File: src/rtl/sprite_pixel_fetch.sv
// Sprite pixel fetch: ROM read, palette resolve, transparency and damage-flash colour over a fixed 3-stage pipeline.
// Optional per-frame opaque pixel counter enabled by defining SPRITE_PIXEL_COUNT_EN.
module sprite_pixel_fetch #(
  parameter logic [3:0]  TRANSPARENT_IDX = 4'd0,
  parameter logic [7:0]  FLASH_FRAMES    = 8'd32,
  parameter logic [3:0]  FLASH_PERIOD    = 4'd4,
  parameter logic [11:0] FLASH_RGB       = 12'hF00
) (
  input  logic        Clk,
  input  logic        Reset,
  input  logic        frame_clk,
  input  logic        pix_valid_in,
  input  logic [8:0]  PixelX,
  input  logic [8:0]  PixelY,
  input  logic        is_obj,
  input  logic [12:0] Obj_address,
  input  logic [11:0] bg_rgb,
  output logic        rom_rd,
  output logic [12:0] rom_addr,
  input  logic [3:0]  rom_data,
  input  logic        pal_we,
  input  logic [3:0]  pal_idx,
  input  logic [11:0] pal_data,
  input  logic        hit,
  output logic        pix_valid_out,
  output logic [8:0]  PixelX_out,
  output logic [8:0]  PixelY_out,
  output logic [11:0] rgb_out,
  output logic        flashing
`ifdef SPRITE_PIXEL_COUNT_EN
  ,
  output logic [15:0] opaque_count
`endif
);

  typedef enum logic [1:0] {IDLE, FLASH_ON, FLASH_OFF} state_e;

  logic [3:1]        vld_pipe_q, vld_pipe_d;
  logic              rom_rd_q, rom_rd_d;
  logic [12:0]       rom_addr_q, rom_addr_d;
  logic [8:0]        s1_x_q, s1_x_d, s1_y_q, s1_y_d, s2_x_q, s2_x_d, s2_y_q, s2_y_d;
  logic              s1_obj_q, s1_obj_d, s2_obj_q, s2_obj_d;
  logic [11:0]       s1_bg_q, s1_bg_d, s2_bg_q, s2_bg_d;
  logic [8:0]        x_out_q, x_out_d, y_out_q, y_out_d;
  logic [11:0]       rgb_q, rgb_d;
  logic [15:0][11:0] pal_q, pal_d;
  logic [2:0]        sync_q, sync_d;
  logic              fe, opaque;
  state_e            state_q, state_d;
  logic [7:0]        frame_cnt_q, frame_cnt_d;
  logic [3:0]        phase_cnt_q, phase_cnt_d;
  logic              flashing_q, flashing_d;
`ifdef SPRITE_PIXEL_COUNT_EN
  logic              s3_opq_q, s3_opq_d;
  logic [15:0]       cnt_q, cnt_d, cnt_inc, ocount_q, ocount_d;
`endif

  always_comb begin
    vld_pipe_d = {vld_pipe_q[2:1], pix_valid_in};
    rom_rd_d   = pix_valid_in & is_obj;
    rom_addr_d = rom_rd_d ? Obj_address : rom_addr_q;
    s1_x_d = PixelX;   s1_y_d = PixelY;   s1_obj_d = is_obj;   s1_bg_d = bg_rgb;
    s2_x_d = s1_x_q;   s2_y_d = s1_y_q;   s2_obj_d = s1_obj_q; s2_bg_d = s1_bg_q;

    // rom_data is live during S2, so transparency and lookup resolve straight off the bus
    opaque  = s2_obj_q && (rom_data != TRANSPARENT_IDX);
    x_out_d = x_out_q;
    y_out_d = y_out_q;
    rgb_d   = rgb_q;
    if (vld_pipe_q[2]) begin
      x_out_d = s2_x_q;
      y_out_d = s2_y_q;
      if (!opaque)                rgb_d = s2_bg_q;
      else if (state_q == FLASH_ON) rgb_d = FLASH_RGB;
      else                        rgb_d = pal_q[rom_data];
    end

    pal_d = pal_q;
    if (pal_we) pal_d[pal_idx] = pal_data;

    sync_d = {sync_q[1:0], frame_clk};
    fe     = sync_q[1] & ~sync_q[2];

    state_d     = state_q;
    frame_cnt_d = frame_cnt_q;
    phase_cnt_d = phase_cnt_q;
    if (hit) begin
      state_d     = FLASH_ON;
      frame_cnt_d = FLASH_FRAMES;
      phase_cnt_d = FLASH_PERIOD;
    end else if (fe && state_q != IDLE) begin
      frame_cnt_d = frame_cnt_q - 8'd1;
      phase_cnt_d = phase_cnt_q - 4'd1;
      if (frame_cnt_d == 8'd0) begin
        state_d = IDLE;
      end else if (phase_cnt_d == 4'd0) begin
        state_d     = (state_q == FLASH_ON) ? FLASH_OFF : FLASH_ON;
        phase_cnt_d = FLASH_PERIOD;
      end
    end
    flashing_d = (state_d != IDLE);

`ifdef SPRITE_PIXEL_COUNT_EN
    s3_opq_d = vld_pipe_q[2] & opaque;
    cnt_inc  = (vld_pipe_q[3] && s3_opq_q && cnt_q != 16'hFFFF) ? cnt_q + 16'd1 : cnt_q;
    cnt_d    = fe ? 16'd0 : cnt_inc;
    ocount_d = fe ? cnt_inc : ocount_q;
`endif
  end

  always_ff @(posedge Clk or negedge Reset) begin
    if (!Reset) begin
      vld_pipe_q  <= '0;
      rom_rd_q    <= 1'b0;
      rom_addr_q  <= '0;
      s1_x_q <= '0; s1_y_q <= '0; s1_obj_q <= 1'b0; s1_bg_q <= '0;
      s2_x_q <= '0; s2_y_q <= '0; s2_obj_q <= 1'b0; s2_bg_q <= '0;
      x_out_q     <= '0;
      y_out_q     <= '0;
      rgb_q       <= '0;
      pal_q       <= '0;
      sync_q      <= '0;
      state_q     <= IDLE;
      frame_cnt_q <= '0;
      phase_cnt_q <= '0;
      flashing_q  <= 1'b0;
`ifdef SPRITE_PIXEL_COUNT_EN
      s3_opq_q    <= 1'b0;
      cnt_q       <= '0;
      ocount_q    <= '0;
`endif
    end else begin
      vld_pipe_q  <= vld_pipe_d;
      rom_rd_q    <= rom_rd_d;
      rom_addr_q  <= rom_addr_d;
      s1_x_q <= s1_x_d; s1_y_q <= s1_y_d; s1_obj_q <= s1_obj_d; s1_bg_q <= s1_bg_d;
      s2_x_q <= s2_x_d; s2_y_q <= s2_y_d; s2_obj_q <= s2_obj_d; s2_bg_q <= s2_bg_d;
      x_out_q     <= x_out_d;
      y_out_q     <= y_out_d;
      rgb_q       <= rgb_d;
      pal_q       <= pal_d;
      sync_q      <= sync_d;
      state_q     <= state_d;
      frame_cnt_q <= frame_cnt_d;
      phase_cnt_q <= phase_cnt_d;
      flashing_q  <= flashing_d;
`ifdef SPRITE_PIXEL_COUNT_EN
      s3_opq_q    <= s3_opq_d;
      cnt_q       <= cnt_d;
      ocount_q    <= ocount_d;
`endif
    end
  end

  assign rom_rd        = rom_rd_q;
  assign rom_addr      = rom_addr_q;
  assign pix_valid_out = vld_pipe_q[3];
  assign PixelX_out    = x_out_q;
  assign PixelY_out    = y_out_q;
  assign rgb_out       = rgb_q;
  assign flashing      = flashing_q;
`ifdef SPRITE_PIXEL_COUNT_EN
  assign opaque_count  = ocount_q;
`endif

endmodule
File: config.mk
export PLATFORM = sky130hd
export DESIGN_NAME = sprite_pixel_fetch
export DESIGN_NICKNAME = d
export VERILOG_FILES = /design/src/rtl/sprite_pixel_fetch.sv
export SDC_FILE = /design/constraint.sdc
export NUM_CORES = 1
export LEC_CHECK = 0
export BUFFER_PORTS_ARGS = -buffer_cell sky130_fd_sc_hd__buf_2
export CAP_MARGIN = 10
export CORE_AREA = 3 3 146 148
export CTS_CLUSTER_DIAMETER = 50
export DETAILED_ROUTE_END_ITERATION = 12
export DIE_AREA = 0 0 149 151
export PLACE_DENSITY = 0.84
export REMOVE_ABC_BUFFERS = 1
export SLEW_MARGIN = 10
export SYNTH_ARGS = -nofsm -noshare
export SYNTH_HDL_FRONTEND = slang
export SYNTH_SLANG_ARGS = --single-unit
File: constraint.sdc
create_clock -name Clk -period 6.01 [get_ports Clk]
set_input_delay 1.202 -clock Clk [delete_from_list [all_inputs] [get_ports Clk]]
set_output_delay 1.202 -clock Clk [all_outputs]
set_load 0.02 [all_outputs]
-- Word-level counts from Yosys, hierarchy flattened
Cells that the tools add are included.
- register bits: 319
- input bits: 70
- output and inout bits: 46
- logic and storage cells: 71
- $add $sub $neg: 2
- magnitude comparators: 3
- equal/unequal tests: 1
- mux-type cells: 18
- bitwise gates (word level): 3
- reductions and logical operators: 9
- operators with widths (operator ; count):
    192-bit bitwise mux ; 1
    12-bit binary-select mux with 4-bit select ; 1
    12-bit demux with 4-bit select ; 1
    12-bit two-way mux ; 4
    4-bit two-way mux ; 4
    8-bit two-way mux ; 2
    4-bit by 5-bit less-than comparator with 1-bit output, second input constant ; 2
    2-bit two-way mux ; 5
    8-bit zero test ; 1
    8-bit by 1-bit subtractor with 8-bit output, second input constant ; 1
    2-bit nonzero test ; 3
    4-bit by 1-bit greater-or-equal comparator with 1-bit output, second input constant ; 1
    4-bit zero test ; 1
    4-bit nonzero test ; 1
    4-bit by 1-bit subtractor with 4-bit output, second input constant ; 1
    1-bit logical AND ; 3
    1-bit AND ; 2
    2-bit by 1-bit == test with 1-bit output, second input constant ; 1
    1-bit inverter ; 1

-- Depth between registers and ports, before layout
Gate-level depths: netlist of run 1.
- depth after elaboration: 7
- gate-level depth with buffers: 6
- depth with buffers taken out: 6

-- Least setup slack after synthesis of run 1
No wires, ideal clock.
- kind: input to register
- start point: in rom_data[1]
- end point: reg rgb_q[7] (netlist: rgb_out[7])
- library setup time: 143 ps
- arrival time: 2539 ps
- required time: 5867 ps
- slack: 3328 ps
- stages on the path: 6
- buffers on the path: 3
- path through: buf_2 buf_1 buf_2 mux4_2 mux2i_1 o221ai_1
- cells in the longest elaborated chain, start to end: 4
- elaborated cells on any way between the ends: 6
- classes of those cells: 4 x mux; 2 x reduce/logical
- ends and longest elaborated chain (item ; RTL line ; text):
    from (decl) ; 20 ; input logic [3:0] rom_data,
    12-bit binary-select mux with 4-bit select ; 75 ; else rgb_d = pal_q[rom_data];
    12-bit two-way mux (not written as such) ; 75 ;
    12-bit two-way mux ; 74 ; else if (state_q == FLASH_ON) rgb_d = FLASH_RGB;
    12-bit two-way mux (*) ; 73 ; if (!opaque) rgb_d = s2_bg_q;
    to (signal assigned) ; 140 ; rgb_q <= rgb_d;
    to (decl) ; 45 ; logic [11:0] rgb_q, rgb_d;
Every way passes the cells marked *; elsewhere a longest branch is shown, timed or not. The select of a mux whose other input is x is not followed.
A chain may end at the register's enable or synchronous reset.

-- Final worst setup path of run 1
Ends and elaborated chain as after synthesis.

==> results of run 1 <==
## power by group
| part | internal [µW] | total (µW) | switching, µW |
|---|---|---|---|
| sequential | 2480 | 2680 | 196 |
| clock | 1300 | 2110 | 809 |
| combinational | 444 | 784 | 340 |
## worst max-delay path by stage
| stage | to | slack, ns | depth (start not counted) |
|---|---|---|---|
| after floorplan | pal_q[36]$_DFFE_PN0P_ | 3.55 | 3 |
| after detailed placement | rgb_out[1]$_DFFE_PN0P_ | 2.40 | 6 |
| final | rgb_out[7]$_DFFE_PN0P_ | 2.90 | 6 |
| after global placement | rgb_out[1]$_DFFE_PN0P_ | 2.48 | 5 |
| after CTS | rgb_out[7]$_DFFE_PN0P_ | 2.92 | 6 |
| after global routing | rgb_out[0]$_DFFE_PN0P_ | 2.78 | 6 |
## cell families after synthesis
logic type                 after synthesis
DFF                                    315
xor gates and xnor gates                 9
adders and majority gates                4
buffers and inverters                   62
AOI/OAI and AO/OA                       61
and+or+nand+nor                         83
muxes                                  293
## final cells by class
class                   count  area share (%)
clock buffers              52           7.174
multi-input cells         450           31.79
well taps                 270           2.287
clock inverters             6          0.6268
inverters                  10          0.2541
flip-flops and latches    315           53.36
repair buffers            124           4.506
## synth_stat cells (6+ instances only)
master	number
dfrtp_1	315
mux2_2	219
mux2i_1	38
mux4_2	36
clkbuf_1	33
nor2_1	22
a21oi_1	16
nor2b_1	12
a211oi_1	10
buf_2	10
inv_1	10
a22oi_1	8
buf_1	8
nand3_1	8
o21ai_0	8
o221ai_1	8
nor3b_1	6
xor2_1	6
## per-layer routing
metal	GRT usage [%]	vias to the layer above	wire length (µm)
met5	0	-	0
met4	8.558	0	734
met3	5.326	64	1858
met2	42.02	254	13740
met1	36.23	3982	12010
li1	-	3223	-
## cell usage in the layout, fill, tap and decap left out, types with 10 or more instances in the layout
cell | netlist | final
dfrtp_1 | 315 | 315
mux4_2 | 36 | 36
nor2b_1 | 12 | 12
clkbuf_8 | 0 | 12
inv_1 | 10 | 10
a211oi_1 | 10 | 10
mux2_2 | 219 | 219
buf_2 | 10 | 114
a21oi_1 | 16 | 16
mux2i_1 | 38 | 38
clkbuf_16 | 0 | 35
nor2_1 | 22 | 15
## state kept, by name, summed over array words and instances (netlist names), 4 cells and up
signal / cells
s2_y_q: 9
s2_x_q: 9
frame_cnt_q: 8
rgb_out: 12
PixelX_out: 9
PixelY_out: 9
s1_bg_q: 12
rom_addr: 13
phase_cnt_q: 4
s1_y_q: 9
pal_q: 188
s2_bg_q: 12
s1_x_q: 9
## metrics by stage
stage / area [µm²] / setup WS, ns / power, µW / hold WS, ns / cells
6_report: 14770 / 2.903 / 5569 / 0.3449 / 1227
5_1_grt: 14770 / 2.779 / 5788 / 0.3513 / 1227
4_1_cts: 14770 / 2.919 / 5594 / 0.3468 / 1227
3_5_place_dp: 13620 / 2.396 / 3475 / 0.3347 / 1169
3_3_place_gp: 13620 / 2.485 / 3426 / 0.3312 / 1169
2_1_floorplan: 12600 / 3.553 / 3184 / 0.3312 / 775
==> flow_metrics.py, run 1 <==
metrics = {
    "status": {
        "status": "complete, no violations",
    },
    "sta": {
        "period_share_pct": 51.70,
        "finalSetupViolations": 0,
        "fmax_mhz": 321.8,
        "timing_hold_violations_final": 0,
        "drv_slew": 0,
        "rsz0062_at_grt": "no",
        "finalClockSkew_ns": 0.01954,
        "finalCriticalPeriod_ns": 3.107,
        "fin_tns_setup_ns": 0,
        "relSlewSlack_pct": 21.99,
        "tightestPinTransition_ns": 1.169,
    },
    "cells_and_area": {
        "drive_gt1_share_pct": 46.50,
        "area_delta_synth_final_pct": 15.30,
        "multi_input_area_um2": 4696,
        "final_nets": 1010,
        "regArea_um2": 7883,
        "antenna_cells": 0,
        "n_fill_cell": 1235,
        "finish.utilization_pct": 73.24,
    },
    "synth": {
        "yosysWarnings": 0,
        "yosys.area_share.simple_pct": 3.711,
        "synth-edff-count": 0,
        "synth_xor_area_share_pct": 0.6153,
        "syn-cell-area_um2": 12810,
        "yosysTopAreaCell": "dfrtp_1",
        "synth_seq_area_share_pct": 61.53,
        "synth_top_family_by_area": "multiplexers",
        "syn_inst": 827,
        "synth.mux.area_fraction_pct": 28.55,
        "synth_compound_area_share_pct": 3.252,
        "avgSynthCellArea_um2": 15.49,
        "synth_top_area_share_pct": 61.53,
        "synth_ff_type": "dfrtp_1",
        "synth-seq-cells": 315,
        "synth_cell_types": 43,
        "synthAdderAreaFrac_pct": 0.3907,
        "async_flop_share_pct": 100.0,
        "synth_area_leaders": "dfrtp_1, mux2_2, mux4_2",
    },
    "route": {
        "drc": 0,
        "ant_nets": 0,
        "wl_per_cell_um": 23.10,
        "routed_via_density": 6.131,
        "drtIter0Drc": 557,
        "wl_mm": 28.34,
        "dr_total_vias": 7523,
        "first_pass_iters": 5,
    },
    "clock_tree": {
        "tritoncts": "built",
        "cts_setup_buffers": 0,
        "cts_resized": 0,
        "cts_max_level": 2,
        "clk_pin_slew_ns": 0.06,
        "clockBufferDepth": 3,
        "hold_buffers": 0,
        "clock_latency_ns": 0.51,
        "cts_root_buf": "clkbuf_16",
        "cts_buffers": 35,
        "cts_sinks": 315,
    },
    "hold_path": {
        "hold_path_end": "s2_bg_q[9]$_DFF_PN0_",
        "hold_path.class": "reg -> reg",
        "worstHoldStart": "s1_bg_q[9]$_DFF_PN0_",
        "hold_depth": 0,
    },
    "die": {
        "die_w_um": 149,
        "core_um2": 20170,
        "num_rows": 52,
        "initial_core_util_pct": 63.52,
        "die_area_um2": 22500,
        "die_h_um": 151,
        "pin_count": 116,
    },
    "worst_setup_path": {
        "crit_path_max_fanout": 30,
        "worst_ep_arrival_time_ns": 3.52,
        "cp-start-kind": "input port",
        "path_class": "in -> reg",
        "path_buf_inv": 2,
        "ff2ff_path_depth": 4,
        "r2r_start": "frame_cnt_q[2]$_DFFE_PN0P_",
        "crit_chain": "buf_2 -> buf_4 -> o41a_1 -> nor2b_1 -> a21oi_1 -> o221ai_1",
        "ff2ff_setup_slack_ns": 3.99,
        "critical-path-top-delay-family": "compound AO/OA/AOI/OAI gates",
        "cp.required_ns": 6.42,
        "timing.rr.end": "frame_cnt_q[7]$_DFFE_PN0P_",
        "cp_slowest_cell": "nor2b_1",
        "end_kind": "flop",
        "cpPeakStageDelay_ns": 0.75,
        "setup.worst_path.start": "rom_data[1]",
    },
    "power": {
        "p_per_area_nw_per_um2": 377.0,
        "vdd_drop_max_v": 0.0002682,
        "leakagePower_uw": 0.006598,
    },
    "grt": {
        "grt_use_total_pct": 26.06,
        "grt_pass1_vias": 8049,
        "antenna_found_initial": 0,
        "grt_pass1_wl_mm": 44.69,
        "grt_start_max_net_pins": 138,
        "grt_overflow_total": 0,
    },
    "placed_design": {
        "dp_hpwl_mm": 16.75,
        "gp_congestion": 0.7887,
        "numPortBuffers": 115,
    },
    "flow_run": {
        "cap_violations": 0,
    },
}
Note: power is estimated with default switching activity, not from simulation.
==> inputs of run 2 (changes only) <==
--- a/config.mk
+++ b/config.mk
@@ -7,11 +7,11 @@
 export LEC_CHECK = 0
 export BUFFER_PORTS_ARGS = -buffer_cell sky130_fd_sc_hd__buf_2
 export CAP_MARGIN = 10
-export CORE_AREA = 3 3 146 148
+export CORE_AREA = 3 3 160 162
 export CTS_CLUSTER_DIAMETER = 50
 export DETAILED_ROUTE_END_ITERATION = 12
-export DIE_AREA = 0 0 149 151
-export PLACE_DENSITY = 0.84
+export DIE_AREA = 0 0 163 165
+export PLACE_DENSITY = 0.74
 export REMOVE_ABC_BUFFERS = 1
 export SLEW_MARGIN = 10
 export SYNTH_ARGS = -nofsm -noshare
==> constraint.sdc (replaced) <==
create_clock -name Clk -period 2.7 [get_ports Clk]
set_input_delay 0.54 -clock Clk [delete_from_list [all_inputs] [get_ports Clk]]
set_output_delay 0.54 -clock Clk [all_outputs]
set_load 0.02 [all_outputs]
==> run 2 against run 1 <==
Compared with the run above:
- clock skew up 0.0024 ns
- via count down 0.77%
- clock-buffer cell count is 6 lower
- first-iteration DRC count fell by 29%
- worst hold slack worse by 0.22 ns
- flip-flop and latch count unchanged
==> flow_metrics.py, run 2 (synthesized netlist as in run 1, its figures left out) <==
metrics = {
    "status": {
        "status": "complete, no violations",
    },
    "grt": {
        "grt_pass1_wl_mm": 44.62,
        "grt_use_total_pct": 21.36,
        "grt_pass1_vias": 7940,
        "antenna_found_initial": 1,
        "grt_overflow_total": 0,
        "grt_start_max_net_pins": 79,
    },
    "route": {
        "dr_total_vias": 7465,
        "routed_via_density": 5.668,
        "drc": 0,
        "wl_per_cell_um": 20.78,
        "drtIter0Drc": 394,
        "wl_mm": 27.36,
        "first_pass_iters": 5,
        "ant_nets": 0,
    },
    "die": {
        "die_h_um": 165,
        "num_rows": 57,
        "pin_count": 116,
        "core_um2": 24250,
        "die_w_um": 163,
        "die_area_um2": 26900,
        "initial_core_util_pct": 52.83,
    },
    "worst_setup_path": {
        "critical-path-top-delay-family": "simple AND/OR/NAND/NOR gates",
        "path_class": "reg -> reg",
        "r2r_start": "frame_cnt_q[2]$_DFFE_PN0P_",
        "cp_slowest_cell": "or4_4",
        "path_buf_inv": 0,
        "setup.worst_path.start": "frame_cnt_q[2]$_DFFE_PN0P_",
        "worst_ep_arrival_time_ns": 2.42,
        "cp-start-kind": "flop",
        "crit_chain": "or3_4 -> or4_4 -> or4_1 -> a21oi_1",
        "cpPeakStageDelay_ns": 0.55,
        "cp.required_ns": 3.13,
        "crit_path_max_fanout": 5,
        "end_kind": "flop",
    },
    "placed_design": {
        "numPortBuffers": 115,
        "dp_slack_ns": 0.3476,
        "dpl_cell_area_um2": 13910,
        "dp_hpwl_mm": 17.89,
        "gp_congestion": 0.7935,
    },
    "sta": {
        "tightestPinTransition_ns": 0.8406,
        "finalClockSkew_ns": 0.02197,
        "setup_slack_ns": 0.7042,
        "rsz0062_at_grt": "no",
        "period_share_pct": 73.92,
        "finalCriticalPeriod_ns": 1.996,
        "timing_hold_violations_final": 0,
        "drv_slew": 0,
        "fin_tns_setup_ns": 0,
        "hold_slack_ns": 0.1228,
        "finalSetupViolations": 0,
        "relSlewSlack_pct": 43.96,
        "fmax_mhz": 501.0,
    },
    "cells_and_area": {
        "finish.utilization_pct": 62.27,
        "antenna_cells": 0,
        "final_nets": 1042,
        "n_fill_cell": 1816,
        "largest_reg_flops": 188,
        "regArea_um2": 7883,
        "area_delta_synth_final_pct": 17.85,
        "regMostFlops": "pal_q",
        "layout_commonest_cell": "dfrtp_1",
        "multi_input_area_um2": 4678,
        "drive_gt1_share_pct": 47.73,
        "final_cell_area_um2": 15100,
        "mostFrequentLayoutCells": "dfrtp_1, mux2_2, buf_2",
    },
    "clock_tree": {
        "clock_latency_ns": 0.52,
        "clk_pin_slew_ns": 0.06,
        "cts_root_buf": "clkbuf_16",
        "clockBufferDepth": 3,
        "cts_max_level": 2,
        "tritoncts": "built",
        "cts_sinks": 315,
        "cts_buffers": 36,
    },
    "power": {
        "vdd_drop_max_v": 0.0005182,
        "leakagePower_uw": 0.006781,
        "p_per_area_nw_per_um2": 821.5,
    },
    "hold_path": {
        "worstHoldStart": "PixelX[3]",
        "hold_path.class": "in -> reg",
    },
    "flow_run": {
        "cap_violations": 0,
    },
}
-- run 2: cell count changes in the layout (fill, tap and decap cells not counted), moves of 2 or more --
cell      change
buf_4        +29
nor2_1        +7
clkinv_2      +8
clkinv_4      +2
clkinv_8      +3
clkbuf_8      -6
nor2_2        -7
-- run 2: final timing paths --
kind / to / slack, ns / cells past startpoint
hold / removal: s1_x_q[3]$_DFF_PN0_ / 0.12 / 1
hold reg to reg: s2_x_q[0]$_DFF_PN0_ / 0.34 / 0
min in group asynchronous: s2_bg_q[6]$_DFF_PN0_ / 0.55 / 2
max in group asynchronous: s2_x_q[4]$_DFF_PN0_ / 1.36 / 3
setup reg to reg: frame_cnt_q[7]$_DFFE_PN0P_ / 0.70 / 4
setup / recovery: frame_cnt_q[7]$_DFFE_PN0P_ / 0.70 / 4
-- run 2: cell type report --
type                            count  share of cell area, %
Clock buffer                       46                  6.613
Clock inverter                     17                  1.210
Inverter                           10                 0.2486
Multi-Input combinational cell    450                  30.99
Sequential cell                   315                  52.21
Tap cell                          324                  2.685
Timing Repair Buffer              155                  6.050
-- run 2: per-layer routing --
layer	part of all wire [%]	up-vias	GRT usage [%]
met4	1.9	2	6.190
met3	5.0	37	4.465
met5	0.048	-	0
met2	50	174	34.79
met1	43	3944	29.43
li1	-	3308	-
-- run 2: what timing repair did --
action / CTS / global route
hold buffers: 1 / 0
resized for setup: 0 / 0
buffers inserted: 0 / 0
endpoints found under the hold margin: 52 / 0
-- run 2: stage by stage --
step	total power, µW	cells
3_3_place_gp	7658	1253
3_5_place_dp	7748	1253
4_1_cts	12520	1317
2_1_floorplan	7087	775
6_report	12400	1317
5_1_grt	12980	1317
-- run 2: power breakdown --
part	switching, µW	leakage, µW	internal, µW
clock	1910	0.000584	2830
sequential	406	0.00381	5520
combinational	734	0.00239	1010
==> inputs of run 3 (changes only) <==
==> constraint.sdc (replaced) <==
create_clock -name Clk -period 1.8 [get_ports Clk]
set_input_delay 0.36 -clock Clk [delete_from_list [all_inputs] [get_ports Clk]]
set_output_delay 0.36 -clock Clk [all_outputs]
set_load 0.02 [all_outputs]
==> run 3 against run 2 <==
Compared with the run above:
- the run now ends with setup timing left
- routed wire length grew 4.6%
- register-to-register slack lost 0.80 ns
- core utilization grew 3.1 points
- critical path depth is the same
- sequential power grew 50%
- clock power grew 57%
- largest power group unchanged
- largest cell class unchanged
- combinational power grew 59%
- die area is the same
- worst hold slack lost 0.052 ns
- cell count grew 4.7%
- via count grew 2.1%
- total power grew 54%
==> flow_metrics.py, run 3 (synthesized netlist as in run 1, its figures left out) <==
metrics = {
    "status": {
        "status": "finished, violations left",
        "violations": "setup timing",
    },
    "worst_setup_path": {
        "cpMostUsedCell": "or4_4",
        "cp.required_ns": 2.23,
        "cp-start-kind": "flop",
        "path_buf_inv": 0,
        "end_kind": "flop",
        "cp_slowest_cell": "or4_4",
        "worst_ep_arrival_time_ns": 2.33,
        "path_class": "reg -> reg",
        "critical-path-top-delay-family": "simple AND/OR/NAND/NOR gates",
        "crit_path_max_fanout": 4,
        "crit_chain": "or3_4 -> or4_4 -> or4_4 -> a21oi_2",
        "cpPeakStageDelay_ns": 0.51,
    },
    "power": {
        "vdd_drop_max_v": 0.0006854,
        "seq_power_share_pct": 46.5,
        "leakagePower_uw": 0.007125,
        "p_sw_uw": 4551,
        "p_total_uw": 19120,
        "intPower_uw": 14570,
        "p_comb_share_pct": 14.5,
        "clockPowerShare_pct": 39.0,
        "swShare_pct": 23.80,
        "p_per_area_nw_per_um2": 1207,
    },
    "hold_path": {
        "hold_path.class": "in -> reg",
    },
    "die": {
        "die_w_um": 163,
        "num_rows": 57,
        "pin_count": 116,
        "die_area_um2": 26900,
        "initial_core_util_pct": 52.83,
        "core_um2": 24250,
        "die_h_um": 165,
    },
    "grt": {
        "grt_pass1_wl_mm": 46.06,
        "grt_overflow_total": 0,
        "grt_pass1_vias": 8398,
        "grt_start_max_net_pins": 68,
        "grt_use_total_pct": 22.10,
        "antenna_found_initial": 2,
    },
    "cells_and_area": {
        "mostFrequentLayoutCells": "dfrtp_1, mux2_2, buf_2",
        "area_delta_synth_final_pct": 23.72,
        "layout_commonest_cell": "dfrtp_1",
        "drive_gt1_share_pct": 47.53,
        "largest_reg_flops": 188,
        "regMostFlops": "pal_q",
        "final_nets": 1101,
    },
    "route": {
        "wl_mm": 28.62,
        "drtIter0Drc": 509,
        "wl_per_cell_um": 20.75,
        "first_pass_iters": 4,
        "ant_nets": 0,
        "routed_via_density": 5.529,
        "drc": 0,
        "dr_total_vias": 7625,
    },
    "clock_tree": {
        "tritoncts": "built",
        "clock_latency_ns": 0.52,
        "cts_max_level": 2,
        "clk_pin_slew_ns": 0.06,
        "cts_sinks": 315,
        "clockBufferDepth": 3,
        "cts_buffers": 36,
        "cts_root_buf": "clkbuf_16",
    },
    "sta": {
        "finalClockSkew_ns": 0.01956,
        "relSlewSlack_pct": 67.49,
        "finalSetupViolations": 2,
        "fin_tns_setup_ns": -0.1476,
        "finalCriticalPeriod_ns": 1.894,
        "tightestPinTransition_ns": 0.4877,
        "period_share_pct": 105.2,
        "rsz0062_at_grt": "yes",
        "fmax_mhz": 527.9,
        "drv_slew": 0,
        "setup_slack_ns": -0.09434,
        "timing_hold_violations_final": 0,
    },
    "placed_design": {
        "gp_congestion": 0.7854,
        "numPortBuffers": 115,
        "dp_hpwl_mm": 18.66,
        "dp_slack_ns": -0.1307,
    },
    "flow_run": {
        "cap_violations": 0,
    },
}
run 3: power by group through the flow:
| stage | combinational (µW) | clock [µW] | sequential (µW) |
|---|---|---|---|
| 3_5_place_dp | 2720 | 0 | 8990 |
| 3_3_place_gp | 2620 | 0 | 8930 |
| 5_1_grt | 3020 | 7940 | 9030 |
| 6_report | 2770 | 7460 | 8890 |
| 4_1_cts | 2800 | 7630 | 8880 |
| 2_1_floorplan | 1690 | 0 | 8940 |
run 3: area by class of cell:
type	instances	area [µm²]
fillers	1762	8398
flip-flops and latches	315	7883
multi-input cells	450	4692
repair buffers	214	1589
clock buffers	56	1107
well taps	324	405.4
clock inverters	9	133.9
inverters	10	37.54
diodes	1	2.502
run 3: what timing repair did:
item                       in CTS  in global routing
setup endpoints to repair      10                  3
hold endpoints to repair       70                  0
setup buffers                   3                  0
pin swaps                       3                  0
gates resized for setup         0                  3
hold buffers                   34                  0
run 3: per-layer routing:
metal / track usage [%] / share of wire, % / vias to the layer above
met5: 0 / 0.045 / -
met4: 6.574 / 2.5 / 2
met3: 3.988 / 4.5 / 52
met2: 36.95 / 50 / 158
met1: 29.93 / 43 / 3991
li1: - / - / 3422
run 3: metrics by stage:
stage          hold WS (ns)  area (µm²)  utilization (%)  std cells
2_1_floorplan       0.06441       12600                -        775
3_3_place_gp         0.2980       14230            58.68       1276
3_5_place_dp         0.2968       14230            58.68       1276
4_1_cts             0.05948       15830            65.30       1378
5_1_grt             0.06409       15850            65.37       1379
6_report            0.07100       15850            65.37       1379
run 3: worst reg2reg max path: cells and delay by family (launching register included):
family | cells | cell delay, ns
AO/OA/AOI/OAI | 1 | 0.13
flip-flops | 1 | 0.38
AND/OR/NAND/NOR | 3 | 1.33
run 3: final timing paths:
check	startpoint	end	slack, ns	cells after the start
max	frame_cnt_q[1]$_DFFE_PN0P_	frame_cnt_q[7]$_DFFE_PN0P_	-0.09	4
min	Obj_address[11]	rom_addr[11]$_DFFE_PN0P_	0.07	2
max reg2reg	frame_cnt_q[1]$_DFFE_PN0P_	frame_cnt_q[7]$_DFFE_PN0P_	-0.09	4
min reg2reg	s1_x_q[0]$_DFF_PN0_	s2_x_q[0]$_DFF_PN0_	0.35	0
max in group asynchronous	Reset	rom_addr[3]$_DFFE_PN0P_	0.75	3
min in group asynchronous	Reset	pal_q[170]$_DFFE_PN0P_	0.33	2
